## src/rtl/add_pkg.sv

```systemverilog
// Shared sizing helpers and saturation constants for the pipelined lookahead adder.
package add_pkg;

    localparam int SAT_MAXW = 256;

    function automatic int nblk(input int width, input int blk);
        return width / blk;
    endfunction

    function automatic int stage_lo(input int k, input int nb, input int stages);
        return (k * nb) / stages;
    endfunction

    function automatic int stage_hi(input int k, input int nb, input int stages);
        return ((k + 1) * nb) / stages;
    endfunction

    // Most negative signed value of the given width, zero-extended to SAT_MAXW.
    function automatic logic [SAT_MAXW-1:0] sat_min_w(input int width);
        return {{(SAT_MAXW-1){1'b0}}, 1'b1} << (width - 1);
    endfunction

    function automatic logic [SAT_MAXW-1:0] sat_max_w(input int width);
        return sat_min_w(width) - {{(SAT_MAXW-1){1'b0}}, 1'b1};
    endfunction

endpackage

```

## src/rtl/cla_blk.sv

```systemverilog
// One carry-lookahead block: sum, carry-out and the carry into its top bit.
module cla_blk #(
    parameter int BLK = 4
) (
    input  logic [BLK-1:0] a,
    input  logic [BLK-1:0] b,
    input  logic           ci,
    output logic [BLK-1:0] s,
    output logic           co,
    output logic           c_msb
);

    logic [BLK-1:0] w_g;
    logic [BLK-1:0] w_p;
    logic [BLK:0]   w_c;
    logic           w_prop;

    assign w_g = a & b;
    assign w_p = a ^ b;

    // Each carry is a flat OR of generate terms gated by propagate runs, never a ripple.
    always_comb begin
        w_c    = {(BLK+1){1'b0}};
        w_prop = 1'b0;
        w_c[0] = ci;
        for (int i = 0; i < BLK; i++) begin
            w_prop     = w_p[i];
            w_c[i+1]   = w_g[i];
            for (int j = i - 1; j >= 0; j--) begin
                w_c[i+1] = w_c[i+1] | (w_prop & w_g[j]);
                w_prop   = w_prop & w_p[j];
            end
            w_c[i+1] = w_c[i+1] | (w_prop & ci);
        end
    end

    assign s     = w_p ^ w_c[BLK-1:0];
    assign co    = w_c[BLK];
    assign c_msb = w_c[BLK-1];

endmodule

```

## src/rtl/pipe_cla_add.sv

```systemverilog
// Pipelined carry-lookahead add/subtract with valid/ready handshake.
// Registers update on the falling clock edge to match the surrounding datapath.
module pipe_cla_add
    import add_pkg::*;
#(
    parameter int WIDTH  = 32,
    parameter int BLK    = 4,
    parameter int STAGES = 2,
    parameter int SAT    = 0
) (
    input  logic             clk,
    input  logic             rstn,
    input  logic             in_valid,
    output logic             in_ready,
    input  logic [WIDTH-1:0] a,
    input  logic [WIDTH-1:0] b,
    input  logic             cin,
    input  logic             sub,
    output logic             out_valid,
    input  logic             out_ready,
    output logic [WIDTH-1:0] s,
    output logic             cout,
    output logic             ovf
);

    localparam int NB   = nblk(WIDTH, BLK);
    localparam int NREG = (STAGES > 1) ? STAGES - 1 : 1;

    localparam logic [SAT_MAXW-1:0] SAT_MAX_L = sat_max_w(WIDTH);
    localparam logic [SAT_MAXW-1:0] SAT_MIN_L = sat_min_w(WIDTH);
    localparam logic [WIDTH-1:0]    SAT_MAX   = SAT_MAX_L[WIDTH-1:0];
    localparam logic [WIDTH-1:0]    SAT_MIN   = SAT_MIN_L[WIDTH-1:0];

    if (((WIDTH % BLK) != 0) || (STAGES < 1) || (STAGES > (WIDTH / BLK))) begin : g_bad_params
        $error("pipe_cla_add: illegal WIDTH/BLK/STAGES combination");
    end

    logic             w_en;
    logic [WIDTH-1:0] w_s;
    logic [NB-1:0]    w_co;
    logic             w_c_msb;
    logic             w_ovf;
    logic [WIDTH-1:0] w_res;

    // Per-stage operands as seen by that stage's blocks.
    logic [WIDTH-1:0] w_src_a     [STAGES];
    logic [WIDTH-1:0] w_src_b     [STAGES];
    logic [WIDTH-1:0] w_src_sum   [STAGES];
    logic             w_src_c     [STAGES];
    logic             w_src_sub   [STAGES];
    logic             w_src_valid [STAGES];
    logic [WIDTH-1:0] w_acc       [STAGES];
    logic             w_stage_co  [STAGES];

    logic [WIDTH-1:0] r_a     [NREG];
    logic [WIDTH-1:0] r_b     [NREG];
    logic [WIDTH-1:0] r_sum   [NREG];
    logic             r_carry [NREG];
    logic             r_sub   [NREG];
    logic             r_valid [NREG];

    assign w_en     = out_ready | ~out_valid;
    assign in_ready = w_en;

    for (genvar k = 0; k < STAGES; k++) begin : g_stage
        localparam int LO = stage_lo(k, NB, STAGES);
        localparam int HI = stage_hi(k, NB, STAGES);
        localparam logic [WIDTH-1:0] DONE_MASK = ~({WIDTH{1'b1}} << (LO * BLK));

        if (k == 0) begin : g_in
            assign w_src_a[k]     = a;
            assign w_src_b[k]     = b;
            assign w_src_sum[k]   = {WIDTH{1'b0}};
            assign w_src_c[k]     = cin ^ sub;
            assign w_src_sub[k]   = sub;
            assign w_src_valid[k] = in_valid;
        end else begin : g_skew
            assign w_src_a[k]     = r_a[k-1];
            assign w_src_b[k]     = r_b[k-1];
            assign w_src_sum[k]   = r_sum[k-1];
            assign w_src_c[k]     = r_carry[k-1];
            assign w_src_sub[k]   = r_sub[k-1];
            assign w_src_valid[k] = r_valid[k-1];
        end

        for (genvar j = LO; j < HI; j++) begin : g_blk
            logic           w_ci;
            logic [BLK-1:0] w_eb;

            if (j == LO) begin : g_first
                assign w_ci = w_src_c[k];
            end else begin : g_chain
                assign w_ci = w_co[j-1];
            end

            assign w_eb = w_src_sub[k] ? ~w_src_b[k][j*BLK +: BLK] : w_src_b[k][j*BLK +: BLK];

            if (j == NB - 1) begin : g_top
                cla_blk #(.BLK(BLK)) u_cla (
                    .a     (w_src_a[k][j*BLK +: BLK]),
                    .b     (w_eb),
                    .ci    (w_ci),
                    .s     (w_s[j*BLK +: BLK]),
                    .co    (w_co[j]),
                    .c_msb (w_c_msb)
                );
            end else begin : g_mid
                cla_blk #(.BLK(BLK)) u_cla (
                    .a     (w_src_a[k][j*BLK +: BLK]),
                    .b     (w_eb),
                    .ci    (w_ci),
                    .s     (w_s[j*BLK +: BLK]),
                    .co    (w_co[j]),
                    .c_msb ()
                );
            end
        end

        // Low bits finished by earlier stages, this stage's blocks on top.
        assign w_acc[k]      = (w_src_sum[k] & DONE_MASK) | (w_s & ~DONE_MASK);
        assign w_stage_co[k] = w_co[HI-1];
    end

    if (STAGES > 1) begin : g_pipe
        // Skew registers between stages; all hold together when the output is stalled.
        always_ff @(negedge clk) begin
            if (!rstn) begin
                for (int k = 0; k < NREG; k++) begin
                    r_valid[k] <= 1'b0;
                    r_carry[k] <= 1'b0;
                    r_sub[k]   <= 1'b0;
                    r_a[k]     <= {WIDTH{1'b0}};
                    r_b[k]     <= {WIDTH{1'b0}};
                    r_sum[k]   <= {WIDTH{1'b0}};
                end
            end else if (w_en) begin
                for (int k = 0; k < NREG; k++) begin
                    r_valid[k] <= w_src_valid[k];
                    r_carry[k] <= w_stage_co[k];
                    r_sub[k]   <= w_src_sub[k];
                    r_a[k]     <= w_src_a[k];
                    r_b[k]     <= w_src_b[k];
                    r_sum[k]   <= w_acc[k];
                end
            end
        end
    end

    // Overflow from the carries around the MSB, then optional clamp.
    always_comb begin
        w_ovf = w_c_msb ^ w_co[NB-1];
        w_res = w_acc[STAGES-1];
        if ((SAT != 32'sd0) && w_ovf) begin
            w_res = w_acc[STAGES-1][WIDTH-1] ? SAT_MAX : SAT_MIN;
        end else begin
            w_res = w_acc[STAGES-1];
        end
    end

    // Final stage result register.
    always_ff @(negedge clk) begin
        if (!rstn) begin
            out_valid <= 1'b0;
            s         <= {WIDTH{1'b0}};
            cout      <= 1'b0;
            ovf       <= 1'b0;
        end else if (w_en) begin
            out_valid <= w_src_valid[STAGES-1];
            s         <= w_res;
            cout      <= w_stage_co[STAGES-1];
            ovf       <= w_ovf;
        end
    end

endmodule

```

## config.mk

```make
export PLATFORM = sky130hd
export DESIGN_NAME = pipe_cla_add
export DESIGN_NICKNAME = d
export VERILOG_FILES = /design/src/rtl/add_pkg.sv /design/src/rtl/cla_blk.sv /design/src/rtl/pipe_cla_add.sv
export SDC_FILE = /design/constraint.sdc
export NUM_CORES = 1
export LEC_CHECK = 0
export BUFFER_PORTS_ARGS = -buffer_cell sky130_fd_sc_hd__buf_2
export CAP_MARGIN = 5
export CELL_PAD_IN_SITES_DETAIL_PLACEMENT = 0
export CELL_PAD_IN_SITES_GLOBAL_PLACEMENT = 2
export CORE_ASPECT_RATIO = 0.5
export CORE_MARGIN = 2
export CORE_UTILIZATION = 31
export DETAILED_ROUTE_END_ITERATION = 8
export PLACE_DENSITY = 0.82
export SYNTH_ARGS = -nofsm -noshare
export SYNTH_HDL_FRONTEND = slang
export SYNTH_HIERARCHICAL = 1
export SYNTH_SLANG_ARGS = --single-unit
```

## constraint.sdc

```tcl
create_clock -name clk -period 3.88 [get_ports clk]
set_input_delay 0.776 -clock clk [delete_from_list [all_inputs] [get_ports clk]]
set_output_delay 0.776 -clock clk [all_outputs]
set_load 0.02 [all_outputs]
```

Yosys cells after proc, flatten, opt, wreduce, memory -nomap -nowiden
Memories as Yosys holds them, arrays and structs flattened. A register that Yosys moved wholly into a read port is not among the register bits.
Index checks and enable logic that the tools add are counted.
W data, S select, Z words.
{"block": "totals", "register_bits": 34, "ramBits": 99, "inputBits": 70, "mem_count": 6, "elab_cells": 285}
{"block": "op_classes", "mux": 24, "n_reduce_logical": 7, "bitwise": 245}
{"memory": "r_a", "depth": 1, "width": 32, "read_ports": 1, "rd_ports_with_merged_regs": 0, "wr": 1, "line_no": "pipe_cla_add.sv:55", "source": "logic [WIDTH-1:0] r_a [NREG];"}
{"memory": "r_b", "depth": 1, "width": 32, "read_ports": 1, "rd_ports_with_merged_regs": 0, "wr": 1, "line_no": "pipe_cla_add.sv:56", "source": "logic [WIDTH-1:0] r_b [NREG];"}
{"memory": "r_sum", "depth": 1, "width": 32, "read_ports": 1, "rd_ports_with_merged_regs": 0, "wr": 1, "line_no": "pipe_cla_add.sv:57", "source": "logic [WIDTH-1:0] r_sum [NREG];"}
{"memory": "r_carry", "depth": 1, "width": 1, "read_ports": 1, "rd_ports_with_merged_regs": 0, "wr": 1, "line_no": "pipe_cla_add.sv:58", "source": "logic r_carry [NREG];"}
{"memory": "r_sub", "depth": 1, "width": 1, "read_ports": 1, "rd_ports_with_merged_regs": 0, "wr": 1, "line_no": "pipe_cla_add.sv:59", "source": "logic r_sub [NREG];"}
{"memory": "r_valid", "depth": 1, "width": 1, "read_ports": 1, "rd_ports_with_merged_regs": 1, "wr": 1, "line_no": "pipe_cla_add.sv:60", "source": "logic r_valid [NREG];"}
{"op": "$and A1 B1 Y1", "count": 128}
{"op": "$mux W32", "count": 3}
{"op": "$reduce_or A32 Y1", "count": 3}
{"op": "$or A1 B1 Y1", "count": 81}
{"op": "$xor A4 B4 Y4", "count": 16}
{"op": "$and A4 B4 Y4", "count": 8}
{"op": "$mux W4", "count": 8}
{"op": "$not A4 Y4", "count": 8}
{"op": "$or A16 B32 Y32", "count": 1}
{"op": "$mux W1", "count": 13}
{"op": "$reduce_or A1 Y1", "count": 3}
{"op": "$xor A1 B1 Y1", "count": 2}
{"op": "$logic_not A1 Y1", "count": 1}
{"op": "$not A1 Y1", "count": 1}

Depth between registers and ports, before layout
Gate-level depths: netlist of the first run.
An unclocked memory read counts as a cell.
{"block": "depth", "ltp_word": 17, "depth_mapped": 18, "mapped_depth_nobuf": 16}

Hierarchy
Netlist of the first run, hierarchy kept.
{"mod": "pipe_cla_add", "seq_area_each_um2": 2232.1, "instances": 1, "area_per_inst_um2": 3554.7, "cells_each": 303}
{"mod": "cla_blk (g_stage[0].g_blk[3].g_mid.u_cla ...)", "seq_area_each_um2": 0.0, "instances": 5, "area_per_inst_um2": 140.1, "cells_each": 14}
{"mod": "cla_blk (g_stage[0].g_blk[0].g_mid.u_cla ...)", "seq_area_each_um2": 0.0, "instances": 3, "area_per_inst_um2": 155.1, "cells_each": 18}

==> implementation parameters, run 1 <==
Parameter                              Value

GRT
  Initial antenna violation count ... 0
  Global Route Usage Sum ... 0.141
  Global-route wire length before repair ... approximately 18000 microns
  Via count of the first global-routing pass ... about 3900
  Pin count of the biggest net entering global routing ... 43
  Total global routing overflow ... 0

STA
  Final Skew ... around 0.016 ns
  Worst path setup slack after routing ... -1.51 ns
  Final-report hold violation count ... 0
  Setup TNS ... -13.23 ns
  Final hold slack ... 0.440 ns
  Worst slew margin relative to its limit ... 0.772
  RSZ-0062 raised after global routing ... yes
  Measured slew at the worst slew-check pin ... 0.341 ns
  Setup violation total in the final timing report ... 16
  Final max-slew violation count ... 0

Synth
  Netlist Area Pre-Place ... 4720 sq um
  Average cell area after synthesis ... 11.1 sq um
  Number of synthesized flops with an enable pin ... 51
  Cell variety after synth ... 27
  Top post-synthesis cells by area ... sky130_fd_sc_hd__edfxtp_1, sky130_fd_sc_hd__dfxtp_1, sky130_fd_sc_hd__xor2_1
  Leading area contributor after synthesis ... sky130_fd_sc_hd__edfxtp_1
  Synthesized netlist net count ... 537
  Prevailing post-synth register cell ... sky130_fd_sc_hd__edfxtp_1
  Ys Warns ... 6
  Asr flop ratio synth ... 0
  Yosys reg bits ... 86
  Synth Instances ... ~430
  Fraction of the yosys area taken by sequential cells ... 0.473
  Fraction of post-synthesis cell area in the top cell type by area ... 0.324

Final layout
  Ratio of cells with drive above 1 in the final layout ... 0.322
  Number of filler cells placed in the layout ... around 1500
  Number of nets in the layout ... 772
  Cell Count, Final, Fillers Out ... between 800 and 900
  Final standard cell area without fillers ... approximately 6600 sq um
  Leading cell type in the layout, fill and taps excluded ... sky130_fd_sc_hd__buf_2
  Most frequent cells in the layout ... sky130_fd_sc_hd__buf_2, sky130_fd_sc_hd__inv_1, sky130_fd_sc_hd__nand2_1
  Layout-stage area growth over the synthesis result ... 39.2%
  ANT cells ... 0

Power
  Static leakage power ... 3.59 nW
  Cell internal pwr ... 2.13 mW
  Share of power burned in combinational logic ... 0.238
  Total design power ... slightly above 3 mW
  Share of total power in the clock network ... 0.391
  Net switching share of the total power ... 0.313
  NetSw ... 0.973 mW
  Part of the power in registers ... 0.371
  VDD IR-drop max ... 0.213 mV
  Total power divided by cell area ... about 470 nW/um^2

Clocking
  Clock tree sinks ... 86
  TritonCTS clock tree ... yes
  Later-pin clock latency in the skew report ... around 0.40 ns
  CTS Buf Count ... 9
  Number of levels the H-tree was split into ... 3
  Clk Tree Root Cell ... sky130_fd_sc_hd__clkbuf_16
  Clock-pin slew reported for the worst setup and hold paths after clock tree synthesis ... roughly 0.03 ns
  Maximum clock path buffer count ... 2

Worst hold path
  Type of the worst min-delay path ... reg -> reg
  Hold path start ... s[24]
  Worst Hold End ... s[24]
  Hold Path Stages ... 2

Run status
  Result of the run ... complete, but fails checks
  Violated checks ... setup timing

Detailed routing
  Wire length per cell after detailed routing ... approximately 13 microns
  Detailed Route Iter0 Violations ... 91
  Iteration count of the initial detailed-routing pass ... 4
  # DRC ... 0
  Total number of vias ... 3763
  Routed wire length ... around 11000 microns
  Post-detailed-route count of antenna-violating nets ... 0
  Vias per cell ... 4.36

Place
  GPL Wtd Cong ... slightly above 0.7
  Placement Cell Area ... 5580 sq um
  Final HPWL DP ... around 7000 microns
  Port-buffer cells ... between 100 and 150
  Placed insts ... around 730

Floorplanning
  DIE AREA ... between 15000 and 20000 sq um
  Std cell rows ... 31
  Vertical die dimension ... a little over 90 microns
  Initial standard-cell utilization of the core ... 0.322
  Core region area ... 14700 sq um
  Die extent in x ... ~180 microns
  Boundary pin count ... between 100 and 150

Setup path
  Required time at the worst-slack endpoint ... 2.08 ns
  Setup CP Type ... in -> reg
  Kind of launch point of the worst setup path ... input port
  Worst R2R End ... s[31]
  Maximum fanout encountered on the critical timing path ... 2
  R2r startpoint ... r_sub[0]
  Critical path capture point type ... register
  R2R Setup Slk ... 0.21 ns
  Worst reg-to-reg path cell count ... 17
  Data arrival time of the critical path ... between 3 and 4 ns

Flow run
  Max_cap viols ... 0
-- synth_stat cells (5+ instances only) --
library cell / instances
sky130_fd_sc_hd__ha_1: 32
sky130_fd_sc_hd__and3_1: 51
sky130_fd_sc_hd__nand2_1: 67
sky130_fd_sc_hd__a21boi_1: 16
sky130_fd_sc_hd__inv_1: 13
sky130_fd_sc_hd__a21o_1: 8
sky130_fd_sc_hd__o21bai_2: 8
sky130_fd_sc_hd__o21ai_0: 8
sky130_fd_sc_hd__fa_1: 8
sky130_fd_sc_hd__nor2_1: 16
sky130_fd_sc_hd__clkbuf_1: 12
sky130_fd_sc_hd__edfxtp_1: 51
sky130_fd_sc_hd__dfxtp_1: 35
sky130_fd_sc_hd__buf_2: 5
sky130_fd_sc_hd__a21boi_0: 17
sky130_fd_sc_hd__xor2_1: 54
sky130_fd_sc_hd__a211oi_2: 8
-- layer usage --
metal  routed length [microns]  global-route usage  part of all wire
met1                      5120               0.169              0.46
met5                         0                   0                 0
met2                      5470               0.229              0.49
met3                       426              0.0540             0.038
met4                       104              0.0583            0.0094
-- timing repair --
| action | CTS | global route |
|---|---|---|
| hold buffers | 0 | 0 |
| buffers inserted | 17 | 18 |
| endpoints found under the setup margin | 16 | 72 |
| pin swaps | 14 | 20 |
| resized for setup | 25 | 14 |
| gates cloned | 3 | 0 |
-- per-stage QoR --
| step | setup WS (ns) | utilization |
|---|---|---|
| 4_1_cts | -1.57 | 0.439 |
| 3_5_place_dp | -2.07 | 0.381 |
| 6_report | -1.51 | 0.448 |
| 3_3_place_gp | -2.03 | 0.381 |
| 2_1_floorplan | -1.81 | - |
| 5_1_grt | -1.71 | 0.448 |
-- worst max path at each step --
stage / start / endpoint / slack (ns) / cells past startpoint
after floorplan: sub / r_carry[0] / -1.81 / 17
after global placement: sub / r_carry[0] / -2.03 / 16
after detailed placement: sub / r_carry[0] / -2.07 / 16
after CTS: b[0] / r_carry[0] / -1.57 / 16
after global routing: b[0] / r_carry[0] / -1.71 / 16
final: b[0] / r_sum[0][15] / -1.51 / 16
-- power by group through the flow --
stage | clock network [mW] | registers, mW | logic (mW)
2_1_floorplan | 0.134 | 1.22 | 0.392
3_3_place_gp | 0.134 | 1.16 | 0.655
3_5_place_dp | 0.134 | 1.16 | 0.660
4_1_cts | 1.27 | 1.15 | 0.708
5_1_grt | 1.39 | 1.16 | 0.832
6_report | 1.21 | 1.15 | 0.738
-- final cells by class --
type                       count  area (sq um)  area share
multi-input combinational    301          2340       0.356
sequential                    86          2230       0.340
timing repair buffer         162          1040       0.159
clock inverter                91           395      0.0602
tap                          198           248      0.0377
clock buffer                   9           225      0.0343
inverter                      13          63.8     0.00971
timing repair inverter         3          26.3     0.00400
-- kinds of logic (layout without fill, tap and decap cells) --
logic type      Yosys count  count (layout)  synth area share
compound gates           68              68             0.118
xor+xnor                 58              58             0.108
fa+ha+maj                40              40             0.119
buf+inv                  40             278            0.0466
flops                    86              86             0.473
simple gates            135             135             0.136
-- state kept, by name, summed over array words and instances, names as in the netlist --
register   flops
out_valid      1
s             32
r_carry        1
r_sub          1
ovf            1
r_sum         16
r_a           16
cout           1
r_valid        1
r_b           16
-- critical path, stage by stage --
cell	delay, ns
sky130_fd_sc_hd__buf_6	0.10
sky130_fd_sc_hd__xor2_2	0.17
sky130_fd_sc_hd__ha_1	0.28
sky130_fd_sc_hd__a211oi_2	0.24
sky130_fd_sc_hd__o21bai_2	0.09
sky130_fd_sc_hd__a21o_1	0.18
sky130_fd_sc_hd__a211oi_2	0.24
sky130_fd_sc_hd__o21bai_2	0.09
sky130_fd_sc_hd__a21o_1	0.18
sky130_fd_sc_hd__a211oi_2	0.28
sky130_fd_sc_hd__o21bai_2	0.09
sky130_fd_sc_hd__a21o_1	0.19
sky130_fd_sc_hd__a211oi_2	0.24
sky130_fd_sc_hd__o21bai_2	0.10
sky130_fd_sc_hd__xor2_1	0.16
sky130_fd_sc_hd__and3_1	0.16
(Power assumes the default switching activity.)
==> run 2: changes to the inputs <==
- REMOVE_ABC_BUFFERS: not set -> 1
==> implementation parameters, run 2 (synthesized netlist as in run 1, its figures left out) <==
Parameter                              Value

Place
  Final HPWL DP ... 6760 microns (-3.0%)
  Placement Cell Area ... 5580 sq um (unchanged)
  Port-buffer cells ... 105 (unchanged)
  GPL Wtd Cong ... 0.728 (+2.3%)
  Post-Place Setup Slack ... -2.19 ns (-0.122 ns)

Floorplanning
  Core region area ... 14700 sq um (unchanged)
  Vertical die dimension ... 91.3 microns (unchanged)
  Initial standard-cell utilization of the core ... 0.322 (unchanged)
  Die extent in x ... 179 microns (unchanged)
  Std cell rows ... 31 (unchanged)
  Boundary pin count ... 106 (unchanged)
  DIE AREA ... 16300 sq um (unchanged)

Power
  Total design power ... 3.01 mW (-3.1%)
  Static leakage power ... 3.53 nW (-1.7%)
  VDD IR-drop max ... 0.174 mV (-18%)
  Total power divided by cell area ... 467 nW/um^2 (-1.3%)

Clocking
  TritonCTS clock tree ... yes
  CTS Hold Bufs ... 0 (unchanged)
  Number of levels the H-tree was split into ... 3 (unchanged)
  Maximum clock path buffer count ... 2 (unchanged)
  Clk Tree Root Cell ... sky130_fd_sc_hd__clkbuf_16
  Clock tree sinks ... 86 (unchanged)
  Clock-pin slew reported for the worst setup and hold paths after clock tree synthesis ... 0.04 ns (about the same)
  CTS Buf Count ... 9 (unchanged)
  Later-pin clock latency in the skew report ... 0.40 ns (about the same)

Flow run
  Max_cap viols ... 0 (unchanged)

Setup path
  Cell with the biggest individual delay on the critical path ... sky130_fd_sc_hd__ha_1
  Required time at the worst-slack endpoint ... 2.09 ns (about the same)
  Critical Path Max Stage Delay ... 0.30 ns (+0.02 ns)
  List of cells traversed by the critical path ... buf_6 -> xor2_2 -> ha_1 -> a211oi_2 -> o21bai_2 -> a21o_1 -> a211oi_2 -> o21bai_2 -> a21o_1 -> a211oi_2 -> o21bai_2 -> a21o_1 -> a211oi_2 -> o21bai_2 -> a21o_1 -> and3_1
  Kind of launch point of the worst setup path ... input port
  Critical path capture point type ... register
  R2r startpoint ... r_sub[0]
  Maximum fanout encountered on the critical timing path ... 2 (unchanged)
  Data arrival time of the critical path ... 3.63 ns (+0.05 ns)
  Family of cells with the greatest summed delay on the critical path ... compound AO/OA/AOI/OAI gates
  Buffering stage count on the worst path with inverters included ... 1 (unchanged)
  Setup CP Type ... in -> reg
  Worst setup path startpoint ... b[0]

Final layout
  Area used by multi-input combinational logic ... 2310 sq um (-1.3%)
  Sequential cell area ... 2230 sq um (unchanged)
  Number of nets in the layout ... 762 (-1.3%)
  Largest register FFs ... 32 (unchanged)
  Final standard cell area without fillers ... 6450 sq um (-1.8%)
  Leading cell type in the layout, fill and taps excluded ... sky130_fd_sc_hd__buf_2
  Ratio of cells with drive above 1 in the final layout ... 0.307 (-0.0143)
  Register bank with the most flops ... s
  Layout-stage area growth over the synthesis result ... 36.7%
  Number of filler cells placed in the layout ... 1490 (+1.8%)
  Most frequent cells in the layout ... sky130_fd_sc_hd__buf_2, sky130_fd_sc_hd__inv_1, sky130_fd_sc_hd__nand2_1
  ANT cells ... 0 (unchanged)

GRT
  Global Route Usage Sum ... 0.133 (-0.00821)
  Via count of the first global-routing pass ... 3784 (-3.7%)
  Total global routing overflow ... 0 (unchanged)
  Pin count of the biggest net entering global routing ... 55 (+28%)
  Global-route wire length before repair ... 17200 microns (-5.0%)
  Initial antenna violation count ... 0 (unchanged)

STA
  Setup violation total in the final timing report ... 14 (-2)
  RSZ-0062 raised after global routing ... yes
  Measured slew at the worst slew-check pin ... 0.323 ns (-0.0179 ns)
  Worst slew margin relative to its limit ... 0.784 (+0.0119)
  Worst path setup slack after routing ... -1.54 ns (-0.0387 ns)
  Final-report hold violation count ... 0 (unchanged)
  Final hold slack ... 0.440 ns (+0.000436 ns)
  Final max-slew violation count ... 0 (unchanged)
  Final Skew ... 0.0131 ns (-0.00258 ns)

Run status
  Violated checks ... setup timing
  Result of the run ... complete, but fails checks

Detailed routing
  Total number of vias ... 3690 (-1.9%)
  Routed wire length ... 10600 microns (-4.4%)
  Detailed Route Iter0 Violations ... 115 (+26%)
  Vias per cell ... 4.32 (-1.0%)
  Post-detailed-route count of antenna-violating nets ... 0 (unchanged)
  Wire length per cell after detailed routing ... 12.4 microns (-3.5%)
  # DRC ... 0 (unchanged)
  Iteration count of the initial detailed-routing pass ... 4 (unchanged)

Worst hold path
  Type of the worst min-delay path ... reg -> reg
  Hold path start ... s[25]
-- run 2: final cells by class --
class	instances	area share
Timing Repair Buffer	152	0.151
Clock buffer	9	0.0349
Multi-Input combinational cell	301	0.358
Sequential cell	86	0.346
Clock inverter	93	0.0584
Inverter	13	0.00950
Timing Repair inverter	3	0.00407
Tap cell	198	0.0384
-- run 2: worst reg2reg max path, cell delays in order, from the launching register on --
cell and delay (ns):
sky130_fd_sc_hd__edfxtp_1 0.46, sky130_fd_sc_hd__xor2_1 0.19, sky130_fd_sc_hd__ha_1 0.30, sky130_fd_sc_hd__a211oi_2 0.26
sky130_fd_sc_hd__o21bai_2 0.12, sky130_fd_sc_hd__a21o_1 0.20, sky130_fd_sc_hd__a211oi_2 0.24, sky130_fd_sc_hd__o21bai_2 0.12
sky130_fd_sc_hd__a21o_1 0.20, sky130_fd_sc_hd__a211oi_2 0.27, sky130_fd_sc_hd__o21bai_2 0.11, sky130_fd_sc_hd__a21o_1 0.21
sky130_fd_sc_hd__a211oi_2 0.29, sky130_fd_sc_hd__o21bai_2 0.14, sky130_fd_sc_hd__a21o_1 0.22, sky130_fd_sc_hd__xnor2_1 0.17
sky130_fd_sc_hd__a21oi_1 0.08
-- run 2: report_power, final --
group | internal [mW] | switching (mW)
Clock | 0.562 | 0.590
Sequential | 1.10 | 0.0478
Combinational | 0.340 | 0.368
-- run 2: routing by layer --
metal | routed length, microns | share of wire | track usage | vias to the layer above
met5 | 0 | 0 | 0 | -
met4 | 94 | 0.0088 | 0.0691 | 0
met3 | 411 | 0.039 | 0.0494 | 7
met2 | 5260 | 0.49 | 0.211 | 63
met1 | 4870 | 0.46 | 0.158 | 1711
li1 | - | - | - | 1909
-- run 2: worst paths after layout --
path,to,slack [ns],cells after the start
max,r_carry[0],-1.54,16
min,s[25],0.44,2
max reg2reg,ovf,0.19,16
min reg2reg,s[25],0.44,2
-- run 2: what timing repair did --
action,CTS,global route
setup endpoints to repair,16,57
pin swaps,20,17
buffers inserted,20,5
gates resized for setup,24,9
cloned,3,0
-- run 2: metrics by stage --
step,instances,TNS (ns),utilization
after global placement,732,-21.73,0.381
after floorplan,401,-68.89,-
final,855,-14.01,0.440
after global routing,855,-16.03,0.440
after detailed placement,732,-22.47,0.381
after CTS,854,-14.09,0.438
